<file path="config.mk">
export PLATFORM = sky130hd
export DESIGN_NAME = oam_dma_ctrl
export DESIGN_NICKNAME = d
export VERILOG_FILES = /design/src/rtl/oam_dma_ctrl.sv
export SDC_FILE = /design/constraint.sdc
export NUM_CORES = 1
export LEC_CHECK = 0
export ABC_AREA = 1
export BUFFER_PORTS_ARGS = -buffer_cell sky130_fd_sc_hd__buf_4
export CORE_ASPECT_RATIO = 0.7
export CORE_UTILIZATION = 58
export CTS_BUF_LIST = sky130_fd_sc_hd__clkbuf_8
export CTS_CLUSTER_DIAMETER = 100
export CTS_CLUSTER_SIZE = 25
export DETAILED_ROUTE_END_ITERATION = 10
export HOLD_SLACK_MARGIN = 0.05
export PLACE_DENSITY = 0.87
export SLEW_MARGIN = 40
export SYNTH_ARGS = -nofsm -noshare
export SYNTH_HDL_FRONTEND = slang
export SYNTH_SLANG_ARGS = --single-unit
export TNS_END_PERCENT = 10
</file>
<file path="constraint.sdc">
create_clock -name clk -period 2.6 [get_ports clk]
set_input_delay 0.13 -clock clk [delete_from_list [all_inputs] [get_ports clk]]
set_output_delay 0.13 -clock clk [all_outputs]
set_load 0.005 [all_outputs]
</file>
<file path="src/rtl/oam_dma_ctrl.sv">
`default_nettype none
// ============================================================================
// oam_dma_ctrl : sprite DMA engine, halts the CPU and copies LEN bytes to OAM
// Rev 1.0
// ============================================================================
module oam_dma_ctrl #(
   parameter int                ADDR_W    = 16,
   parameter int                DATA_W    = 8,
   parameter int                LEN       = 256,
   parameter logic [ADDR_W-1:0] TRIG_ADDR = 16'h4014,
   parameter int                ALIGN     = 1,
   localparam int               IDX_W     = $clog2(LEN)
) (
   input  logic              clk,
   input  logic              reset,
   input  logic [ADDR_W-1:0] cpu_addr,
   input  logic [DATA_W-1:0] cpu_data_out,
   input  logic              cpu_we,
   output logic              cpu_rdy,
   output logic [ADDR_W-1:0] mem_addr,
   output logic              mem_rd,
   input  logic [DATA_W-1:0] mem_data_in,
   input  logic [IDX_W-1:0]  oam_base,
   output logic [IDX_W-1:0]  oam_addr,
   output logic [DATA_W-1:0] oam_data,
   output logic              oam_we,
   output logic              oam_dma,
   output logic              dma_done
);

   localparam int               SUM_W = (ADDR_W > DATA_W + IDX_W) ? ADDR_W : DATA_W + IDX_W;
   localparam logic [IDX_W-1:0] LAST  = IDX_W'(LEN - 1);

   typedef enum logic [2:0] {
      S_IDLE  = 3'd0,
      S_HALT  = 3'd1,
      S_ALIGN = 3'd2,
      S_READ  = 3'd3,
      S_WRITE = 3'd4
   } state_t;

   state_t            state;
   logic              cyc;
   logic [DATA_W-1:0] page;
   logic [IDX_W-1:0]  base;
   logic [IDX_W-1:0]  idx;
   logic [IDX_W-1:0]  idx_nxt;
   logic              trigger;

   assign trigger = cpu_we && (cpu_addr == TRIG_ADDR);
   assign idx_nxt = idx + IDX_W'(1);

   // Source address is page*LEN + idx, computed wide enough and then cut to ADDR_W.
   function automatic logic [ADDR_W-1:0] rd_addr(input logic [DATA_W-1:0] pg,
                                                 input logic [IDX_W-1:0]  ix);
      logic [SUM_W-1:0] full;
      full = SUM_W'({pg, {IDX_W{1'b0}}}) + SUM_W'(ix);
      return full[ADDR_W-1:0];
   endfunction

   // Memory answers one cycle after the read, so the data is live during WRITE.
   assign oam_data = (state == S_WRITE) ? mem_data_in : '0;

   always_ff @(posedge clk) begin
      if (reset) begin
         state    <= S_IDLE;
         cyc      <= 1'b0;
         page     <= '0;
         base     <= '0;
         idx      <= '0;
         cpu_rdy  <= 1'b1;
         mem_rd   <= 1'b0;
         mem_addr <= '0;
         oam_we   <= 1'b0;
         oam_addr <= '0;
         oam_dma  <= 1'b0;
         dma_done <= 1'b0;
      end else begin
         cyc      <= ~cyc;
         dma_done <= 1'b0;
         case (state)
            S_IDLE: begin
               if (trigger) begin
                  state   <= S_HALT;
                  page    <= cpu_data_out;
                  base    <= oam_base;
                  idx     <= '0;
                  cpu_rdy <= 1'b0;
                  oam_dma <= 1'b1;
               end
            end
            S_HALT: begin
               // With alignment, reads must land on even cycles: skip ahead only when next is even.
               if ((ALIGN == 0) || cyc) begin
                  state    <= S_READ;
                  mem_rd   <= 1'b1;
                  mem_addr <= rd_addr(page, idx);
               end else begin
                  state <= S_ALIGN;
               end
            end
            S_ALIGN: begin
               state    <= S_READ;
               mem_rd   <= 1'b1;
               mem_addr <= rd_addr(page, idx);
            end
            S_READ: begin
               state    <= S_WRITE;
               mem_rd   <= 1'b0;
               oam_we   <= 1'b1;
               oam_addr <= base + idx;
            end
            S_WRITE: begin
               oam_we <= 1'b0;
               if (idx == LAST) begin
                  state    <= S_IDLE;
                  cpu_rdy  <= 1'b1;
                  oam_dma  <= 1'b0;
                  dma_done <= 1'b1;
               end else begin
                  state    <= S_READ;
                  idx      <= idx_nxt;
                  mem_rd   <= 1'b1;
                  mem_addr <= rd_addr(page, idx_nxt);
               end
            end
            default: state <= S_IDLE;
         endcase
      end
   end

endmodule
`default_nettype wire

</file>
==> impl_metrics.py <==
metrics = {
    "clock_tree": {
        "cts_htree_levels": 3,
        "cts_made_buffers": 9,
        "cts_sinks": 57,
        "clk-insertion-delay-late_ps": 340,
        "tritoncts": "built",
        "cts.reportedPaths.clkPinSlew_ps": 60,
        "clockRootBuffer": "clkbuf_8",
        "ctsLongestPathBuffers": 2,
    },
    "finish": {
        "drive_above_1_share_pct": 25.35,
        "layout.cells.non_filler": 566,
        "layout-area-overhead-vs-synth_pct": 28.35,
        "finalNetCount": 545,
        "insertedDiodeCount": 0,
    },
    "worst_setup_path": {
        "crit_required_ps": 2820,
        "critical_path.endpoint_type": "flip-flop",
        "timing_worst_setup_path_type": "reg -> reg",
        "timing.reg2reg.worst_path_depth": 7,
        "startpoint_type": "flip-flop",
        "arrival_ps": 2040,
        "crit_fanout": 19,
    },
    "synthesis": {
        "synth.net_count": 463,
        "yosys_warnings": 0,
        "synth_flop_cell": "dfxtp_1",
        "mappedNetlistArea_mm2": 0.002927,
        "synth.distinct_cells": 33,
        "synth_top_area_share_pct": 38.99,
        "synth_cells": 410,
        "synth.ff_latch_count": 57,
        "synth_seq_area_share_pct": 38.99,
        "post_synth_main_area_contributors": "dfxtp_1 (39%), nor2_1 (11%), nand2_1 (7.1%)",
        "synth-async-reset-ratio_pct": 0,
        "syn_area_per_cell_um2": 7.138,
        "synth_top_cell_by_area": "dfxtp_1",
        "synth-edff-count": 0,
    },
    "power_and_ir_drop": {
        "power.leakage_nw": 1.862,
        "share_clk_of_total_power_pct": 31.2,
        "combPwrFrac_pct": 24.0,
        "peakVddDrop_v": 0.0003539,
        "p_per_area_mw_per_mm2": 617.6,
        "seqPwrFrac_pct": 44.8,
        "netSwitchingFraction_pct": 31.92,
        "p_switching_mw": 0.7403,
        "p_int_mw": 1.579,
    },
    "hold_path": {
        "hold_path_class": "in -> reg",
        "whs_path_depth": 3,
    },
    "global_routing": {
        "busiest_grt_layer": "met2",
        "grt_pass1_vias": 2734,
        "globalRouteTotalUtil_pct": 30.75,
        "grt_overflow_total": 0,
        "use_met2_pct": 49.72,
        "grt_first_pass_wirelength_mm": 12.16,
        "grt_use_met1_pct": 38.40,
        "gr-usage-met3_pct": 10.99,
        "largest_net_degree_at_the_start_of_global_routing": 46,
        "antenna_found_initial": 0,
    },
    "route": {
        "route.vias.total": 2974,
        "drc": 0,
        "via_per_instance_ratio": 5.254,
        "post_drt_wl_per_cell_um": 13.32,
        "dr.pass1.iters": 5,
        "final_antenna_net_count": 0,
        "routed_wirelength_mm": 7.538,
        "drt-initial-drc-count": 260,
    },
    "die": {
        "start_util_pct": 60.86,
        "fp-row-count": 21,
        "dieArea_mm2": 0.005338,
        "core_area_mm2": 0.004808,
        "die-width_um": 86.90,
        "number_of_top_level_pins": 80,
        "die_h_um": 61.43,
    },
    "placed_design": {
        "place.detailed.hpwl_mm": 5.324,
        "placed_cells_incl_taps": 544,
        "port-buffer-count": 79,
        "place.gp.congestion": 0.9207,
    },
    "outcome": {
        "status": "finished clean",
    },
    "timing": {
        "period_minus_slack_ps": 1821,
        "setup_violations": 0,
        "setup_tns_ps": 0,
        "fin_worst_hold_slack_ps": 62.33,
        "slew_headroom_pct": 61.77,
        "max_freq_mhz": 549.1,
        "final_min_period_over_clock_period_pct": 70.04,
        "tightestPinTransition_ps": 572.9,
        "clock-skew-final_ps": 6.647,
        "final_count_of_hold_timing_violations": 0,
        "number_of_pins_exceeding_their_max_slew_limit_in_the_final_report": 0,
        "rsz_0062_raised_after_global_routing": "false",
    },
    "run": {
        "drv.max_cap_violation_count": 0,
    },
}
==> state kept, by name (all words and copies together), names as in the netlist <==
| register | flops |
|---|---|
| base | 8 |
| cpu_rdy | 1 |
| cyc | 1 |
| dma_done | 1 |
| idx | 8 |
| mem_addr | 16 |
| mem_rd | 1 |
| oam_addr | 8 |
| oam_dma | 1 |
| oam_we | 1 |
| page | 8 |
| state | 3 |
==> cell families (layout without fill, tap and decap cells) <==
kind of cell / Yosys count / count (layout) / share of synthesized area [%]
AO/OA/AOI/OAI: 82 / 82 / 15.13
XOR/XNOR: 4 / 4 / 1.197
buffers and inverters: 59 / 146 / 9.064
flip-flops: 57 / 57 / 38.99
adder cells (fa/ha/maj): 10 / 10 / 4.532
AND/OR/NAND/NOR: 198 / 198 / 31.08
==> cells in the final DEF, fill, tap and decap left out, drive strengths merged <==
cell,instances
a21oi,19
dlygate4sd3,6
nor2,100
ha,9
and2,2
clkinv,3
nand2,58
xor2,4
fa,1
clkbuf,11
buf,81
dfxtp,57
or2,3
a31oi,15
a21o,1
nor3b,2
inv,45
nand4,2
o21ai,47
nand3,30
nor3,1
==> synth_stat cells (4+ instances only) <==
master    instances
nand3_1          30
nor2_2           14
o21ai_1          21
dfxtp_1          57
a21oi_1          18
xor2_1            4
nor2_1           84
o21ai_0          26
nand2_1          55
inv_2             5
buf_2             6
ha_1              9
a31oi_1          15
clkbuf_1          5
inv_1            37
==> power groups by stage <==
stage               Combinational (mW)  Clock, mW  Sequential (mW)
CTS                              0.553      0.733             1.03
floorplan                        0.366          0             1.04
global route                     0.623      0.778             1.05
global placement                 0.520          0             1.05
finish                           0.557      0.725             1.04
detailed placement               0.541          0             1.05
==> area by class of cell <==
type / instances / area (um^2)
multi-input cells: 294 / 1520
inverters: 43 / 166.4
repair buffers: 87 / 668.1
clock inverters: 5 / 22.52
clock buffers: 11 / 151.4
well taps: 69 / 86.33
fillers: 363 / 1052
flip-flops and latches: 57 / 1141
==> critical path, cell delays in order (launching register included) <==
cell,delay (ps)
dfxtp_1,510
nand2_2,240
inv_2,260
nand2_1,150
nand2_4,220
inv_6,120
nor2_2,110
nor2_1,70
==> layer usage <==
| layer | vias to the layer above | routed length [um] |
|---|---|---|
| met5 | - | 0 |
| met4 | 0 | 176 |
| met3 | 23 | 535 |
| met2 | 116 | 3486 |
| met1 | 1340 | 3339 |
| li1 | 1495 | - |
==> through the flow <==
stage	power [mW]	utilization, %	instance area (um^2)	setup slack (ps)
final	2.320	78.12	3756	778.8
after global routing	2.448	78.12	3756	602.8
after detailed placement	1.593	73.25	3522	800.1
after floorplan	1.401	-	2927	962.3
after CTS	2.320	78.12	3756	796.2
after global placement	1.569	73.25	3522	858.9
==> path summary, 6_finish.rpt <==
check | start | to | slack (ps)
setup / recovery | state[2]$_SDFFE_PP0P_ | mem_addr[9]$_SDFFE_PP0P_ | 780
setup reg to reg | state[2]$_SDFFE_PP0P_ | mem_addr[9]$_SDFFE_PP0P_ | 780
hold / removal | cpu_data_out[6] | page[6]$_SDFFE_PP0P_ | 60
hold reg to reg | mem_rd$_SDFFE_PP0P_ | mem_rd$_SDFFE_PP0P_ | 450
==> repair_timing <==
action	CTS	global route
endpoints found under the hold margin	6	0
resized for setup	0	0
hold buffers	6	0
setup buffers	0	0
No activity file was read; power rests on OpenSTA's default activity.
